<file path="config.mk">
export PLATFORM = sky130hd
export DESIGN_NAME = fetch_responder_flat
export DESIGN_NICKNAME = d
export VERILOG_FILES = /design/src/rtl/fetch_responder_if.sv /design/src/rtl/fetch_responder.sv /design/src/flat_wrapper.sv
export SDC_FILE = /design/constraint.sdc
export NUM_CORES = 1
export LEC_CHECK = 0
export ABC_CLOCK_PERIOD_IN_PS = 2000
export BUFFER_PORTS_ARGS = -buffer_cell sky130_fd_sc_hd__buf_4
export CAP_MARGIN = 20
export CORE_ASPECT_RATIO = 0.75
export CORE_UTILIZATION = 28
export CTS_BUF_LIST = sky130_fd_sc_hd__clkbuf_4
export DETAILED_ROUTE_END_ITERATION = 8
export SYNTH_ARGS = -nofsm -noshare
export SYNTH_HDL_FRONTEND = slang
export SYNTH_SLANG_ARGS = --single-unit
</file>
<file path="constraint.sdc">
create_clock -name clk -period 2 [get_ports clk]
set_input_delay 0.3 -clock clk [delete_from_list [all_inputs] [get_ports clk]]
set_output_delay 0.3 -clock clk [all_outputs]
set_load 0.005 [all_outputs]
</file>
<file path="src/rtl/fetch_responder_if.sv">
// ============================================================================
// Module : fetch_responder_if
// Brief  : Fetch-stage and instruction-bus signal bundle for fetch_responder.
// Rev    : 1.0
// ============================================================================
`default_nettype none

interface fetch_responder_if;
  logic        fetchEnable;
  logic [31:0] fetchAddress;
  logic        fetchBusy;
  logic [31:0] fetchData;
  logic        fetchError;
  logic        flush;
  logic [31:0] memAddress;
  logic        memRequest;
  logic        memAck;
  logic        memError;
  logic [31:0] memDataRead;

  // Responder side: serves the fetch stage and masters the memory bus.
  modport slave (
    input  fetchEnable, fetchAddress, flush, memAck, memError, memDataRead,
    output fetchBusy, fetchData, fetchError, memAddress, memRequest
  );

  modport master (
    output fetchEnable, fetchAddress, flush, memAck, memError, memDataRead,
    input  fetchBusy, fetchData, fetchError, memAddress, memRequest
  );
endinterface

`default_nettype wire

</file>
<file path="src/rtl/fetch_responder.sv">
// ============================================================================
// Module : fetch_responder
// Brief  : Single-entry instruction line buffer with bus fill and timeout.
// Rev    : 1.0
// ============================================================================
`default_nettype none

module fetch_responder #(
  parameter logic [7:0] TIMEOUT_CYCLES = 8'd64
) (
  input  logic             clk,
  input  logic             rst,
  fetch_responder_if.slave bus
);

  typedef enum logic [1:0] {
    IDLE  = 2'd0,
    WAIT  = 2'd1,
    ERROR = 2'd2
  } state_t;

  localparam logic [7:0]  TO_LAST  = TIMEOUT_CYCLES - 8'd1;
  localparam logic [31:0] NO_INSTR = 32'hFFFF_FFFF;

  state_t      state_q, state_d;
  logic        valid_q, valid_d;
  logic [29:0] tag_q,   tag_d;
  logic [31:0] data_q,  data_d;
  logic [29:0] lat_q,   lat_d;
  logic [7:0]  cnt_q,   cnt_d;
  logic        pend_q,  pend_d;

  logic hit;
  logic timeout;
  logic addr_lsb_unused;

  assign addr_lsb_unused = ^bus.fetchAddress[1:0];

  // Flush suppresses the hit in the same cycle it invalidates the buffer.
  assign hit = (state_q == IDLE) && valid_q && !bus.flush &&
               (tag_q == bus.fetchAddress[31:2]);
  assign timeout = (TIMEOUT_CYCLES != 8'd0) && (cnt_q == TO_LAST);

  always_ff @(posedge clk or negedge rst) begin
    if (!rst) begin
      state_q <= IDLE;
      valid_q <= 1'b0;
      tag_q   <= 30'd0;
      data_q  <= NO_INSTR;
      lat_q   <= 30'd0;
      cnt_q   <= 8'd0;
      pend_q  <= 1'b0;
    end else begin
      state_q <= state_d;
      valid_q <= valid_d;
      tag_q   <= tag_d;
      data_q  <= data_d;
      lat_q   <= lat_d;
      cnt_q   <= cnt_d;
      pend_q  <= pend_d;
    end
  end

  always_comb begin
    state_d = state_q;
    valid_d = valid_q;
    tag_d   = tag_q;
    data_d  = data_q;
    lat_d   = lat_q;
    cnt_d   = cnt_q;
    pend_d  = pend_q;

    bus.memRequest = 1'b0;
    bus.memAddress = {lat_q, 2'b00};
    bus.fetchError = 1'b0;
    bus.fetchBusy  = 1'b0;
    bus.fetchData  = valid_q ? data_q : NO_INSTR;

    unique case (state_q)
      IDLE: begin
        bus.fetchBusy = bus.fetchEnable && !hit;
        if (bus.flush) begin
          valid_d = 1'b0;
        end
        if (bus.fetchEnable && !hit) begin
          lat_d   = bus.fetchAddress[31:2];
          cnt_d   = 8'd0;
          pend_d  = 1'b0;
          state_d = WAIT;
        end
      end

      WAIT: begin
        bus.memRequest = 1'b1;
        bus.fetchBusy  = bus.fetchEnable;
        cnt_d          = (cnt_q == 8'hFF) ? 8'hFF : cnt_q + 8'd1;
        if (bus.flush) begin
          pend_d = 1'b1;
        end
        // Error has priority over a coincident acknowledge.
        if (bus.memError || timeout) begin
          valid_d = 1'b0;
          pend_d  = 1'b0;
          state_d = ERROR;
        end else if (bus.memAck) begin
          data_d  = bus.memDataRead;
          tag_d   = lat_q;
          valid_d = !(pend_q || bus.flush);
          pend_d  = 1'b0;
          state_d = IDLE;
        end
      end

      ERROR: begin
        bus.fetchError = 1'b1;
        bus.fetchData  = NO_INSTR;
        state_d        = IDLE;
      end

      default: begin
        state_d = IDLE;
      end
    endcase
  end

endmodule

`default_nettype wire

</file>
<file path="src/flat_wrapper.sv">
// flat-port wrapper written by rule: the top's interface ports become plain ports
module fetch_responder_flat 
#(
  parameter logic [7:0] TIMEOUT_CYCLES = 8'd64
)
  (clk, rst, bus_fetchEnable, bus_fetchAddress, bus_flush, bus_memAck, bus_memError, bus_memDataRead, bus_fetchBusy, bus_fetchData, bus_fetchError, bus_memAddress, bus_memRequest);
  fetch_responder_if bus_i ();
  input  logic clk;
  input  logic rst;
  input wire logic [$bits(bus_i.fetchEnable)-1:0] bus_fetchEnable;
  input wire logic [$bits(bus_i.fetchAddress)-1:0] bus_fetchAddress;
  input wire logic [$bits(bus_i.flush)-1:0] bus_flush;
  input wire logic [$bits(bus_i.memAck)-1:0] bus_memAck;
  input wire logic [$bits(bus_i.memError)-1:0] bus_memError;
  input wire logic [$bits(bus_i.memDataRead)-1:0] bus_memDataRead;
  output wire logic [$bits(bus_i.fetchBusy)-1:0] bus_fetchBusy;
  output wire logic [$bits(bus_i.fetchData)-1:0] bus_fetchData;
  output wire logic [$bits(bus_i.fetchError)-1:0] bus_fetchError;
  output wire logic [$bits(bus_i.memAddress)-1:0] bus_memAddress;
  output wire logic [$bits(bus_i.memRequest)-1:0] bus_memRequest;
  assign bus_i.fetchEnable = bus_fetchEnable;
  assign bus_i.fetchAddress = bus_fetchAddress;
  assign bus_i.flush = bus_flush;
  assign bus_i.memAck = bus_memAck;
  assign bus_i.memError = bus_memError;
  assign bus_i.memDataRead = bus_memDataRead;
  assign bus_fetchBusy = bus_i.fetchBusy;
  assign bus_fetchData = bus_i.fetchData;
  assign bus_fetchError = bus_i.fetchError;
  assign bus_memAddress = bus_i.memAddress;
  assign bus_memRequest = bus_i.memRequest;
  fetch_responder #(.TIMEOUT_CYCLES(TIMEOUT_CYCLES)) u_core (.clk(clk), .rst(rst), .bus(bus_i));
endmodule
</file>
==> metrics.txt <==
Worst-Margin Slew 591 ps; Cell Pwr Density 989 nW/µm²; period utilization 1.17; RSZ-0062 raised after global routing yes; initial antenna violation count 0; area of the multi-input gates 2220 µm²; Post-synth ARST share 1.00; vias in the first global route 3689; post-synthesis register bit count 104; clk slew on worst S/H paths 160 ps; Longest Clk Path Bufs 2; drc violations 0; clock root cell clkbuf_4; row count 40; global route overflow 0; fmax 429 MHz; yosys warns 0; Largest stage delay, worst path 400 ps; synthesized area 4650 µm²; total wire length 13300 µm; ys flop type dfrtp_1; share of cells above drive strength 1 0.670; Clock Sinks 104; clock insertion delay at the later pin of the skew report 480 ps; Cells after Synth 349; worst clock skew 12.9 ps; CP max stage cell dfrtp_1; placed cell areas 6010 µm²; io pins 137; initial core utilization 0.289; Final GP Congestion 0.729; peak supply drop 0.000429 V; post-synth cell types 37; Post-synth EDFFs 0; crit-path most repeated cell buf_4; Synth Area per Inst 13.3 µm²; Core ar. 16100 µm²; Power Total 7210 µW; Area Growth Syn to Fin 56.6%; Initial DRC Count 99; crit path launch type flop; crit end category flop; crit-path cells nor4b_2 > buf_4 > nand4_1 > nor4_2 > buf_4 > buf_4 > a211oi_4 > buf_6 > buf_12 > buf_12 > mux2_2; vias per inst 4.55; GRT Total Usage 0.151; TritonCTS clock tree yes; Die W 151 µm; leak pwr 0.00310 µW; HP Class in2reg; die height 114 µm; share of the yosys chip area belonging to registers 0.568; Critical Path RT 2370 ps; commonest non-fill, non-tap cell in the layout buf_4; port bufs 132; final net count 621; Routed WL per cell 17.4 µm; Hold Fails Final Rpt 0; final setup vio count 82; global-route wire length before repair 19300 µm; Final Instance Area 7290 µm²; Slew Viols, Final 0; fin crit period 2330 ps; most frequent cells in the layout buf_4, dfrtp_1, mux2_4; critical path class reg2reg; violated checks negative setup slack; drt first pass iters 4; maxcap violations 0; die footprint 17100 µm²; Relative slew margins 0.606; H-Tree Depth 3; number of nets with antenna violations after routing 0; final setup margin -333 ps; vias 3489; Layout fillers 1489; status finished, violations left; FF+latch area 2640 µm²; cts bufs inserted 9; hpwl dp 7390 µm; largest net degree at the start of global routing 105; crit path max fanout 7; CP arrival 2710 ps
[area by class of cell]
type | instances | area share
Antenna cell | 1 | 0.000343
Timing Repair Buffer | 205 | 0.271
Inverter | 5 | 0.00309
Sequential cell | 104 | 0.363
Tap cell | 210 | 0.0361
Multi-Input combinational cell | 225 | 0.305
Clock buffer | 10 | 0.0103
Clock inverter | 6 | 0.0115
[synthesized netlist by cell type, types with 4 or more instances]
library cell	number	area, µm²
buf_2	10	50.1
nand2_1	10	37.5
nor2_1	9	33.8
xnor2_1	30	263
or2_2	33	206
dfrtp_1	72	1800
inv_1	4	15.0
nand3_1	5	25.0
o21ai_0	6	30.0
dfstp_2	32	841
mux2_2	91	1020
nand4_1	10	62.6
[flip-flops by register name, indices dropped and copies added, names as in the netlist]
| name | flops |
|---|---|
| u_core.data_q | 32 |
| u_core.valid_q | 1 |
| u_core.tag_q | 30 |
| u_core.state_q | 2 |
| u_core.lat_q | 30 |
| u_core.cnt_q | 8 |
| u_core.pend_q | 1 |
[timing repair]
action / CTS / global route
setup buffers: 13 / 9
gates cloned: 7 / 6
pin swaps: 12 / 5
gates resized for setup: 36 / 56
hold buffers: 17 / 9
hold endpoints to repair: 88 / 9
setup endpoints to repair: 104 / 128
[logic make-up (layout without fill, tap and decap cells)]
logic type      after synthesis  count (layout)  synth area share
buf+inv                      22             226            0.0245
compound gates               18              19            0.0237
mux                          93              93             0.226
fa+ha+maj                     1               1           0.00269
flops                       104             104             0.568
other cells                   1               3          0.000806
xor+xnor                     30              30            0.0565
simple gates                 80              80            0.0982
[metrics by stage]
step	TNS, ps	cells	utilization	hold WS (ps)	setup WS [ps]
floorplan	-147	350	-	4.41	-7.35
global placement	-5960	690	0.373	420	-184
detailed placement	-6410	690	0.373	429	-148
CTS	-9510	743	0.422	1.03	-363
global route	-21260	765	0.452	0.479	-478
finish	-11500	766	0.452	54.6	-333
[metal layers]
metal  up-vias  track usage  wire length, µm
met5         -            0                0
met4         0       0.0520              192
met3        13       0.0520              723
met2        87        0.240             6240
met1      1774        0.190             6180
li1       1615            -                -
[where the power goes]
group | internal, µW | switching [µW] | leakage [µW]
combinational | 1640 | 806 | 0.00181
sequential | 3030 | 502 | 0.00121
clock | 515 | 714 | 0.0000801
total | 5190 | 2020 | 0.00310
[critical path: cells and delay by family, from the launching register on]
family,cells,cell delay (ps)
AND/OR/NAND/NOR,3,320
multiplexers,1,330
flip-flops,1,400
AO/OA/AOI/OAI,1,310
buffers and inverters,6,840
[final timing paths]
path                                     start           endpoint  slack (ps)  depth (start not counted)
setup / recovery                u_core.valid_q   u_core.lat_q[19]        -330                         11
hold / removal             bus_memDataRead[19]  u_core.data_q[19]          50                          2
setup reg to reg                u_core.valid_q   u_core.lat_q[19]        -330                         11
hold reg to reg               u_core.tag_q[21]   u_core.tag_q[21]         550                          1
max in group asynchronous                  rst  u_core.data_q[26]        1150                          3
min in group asynchronous                  rst    u_core.cnt_q[7]         410                          3
Power figures use the tool's default switching activity.
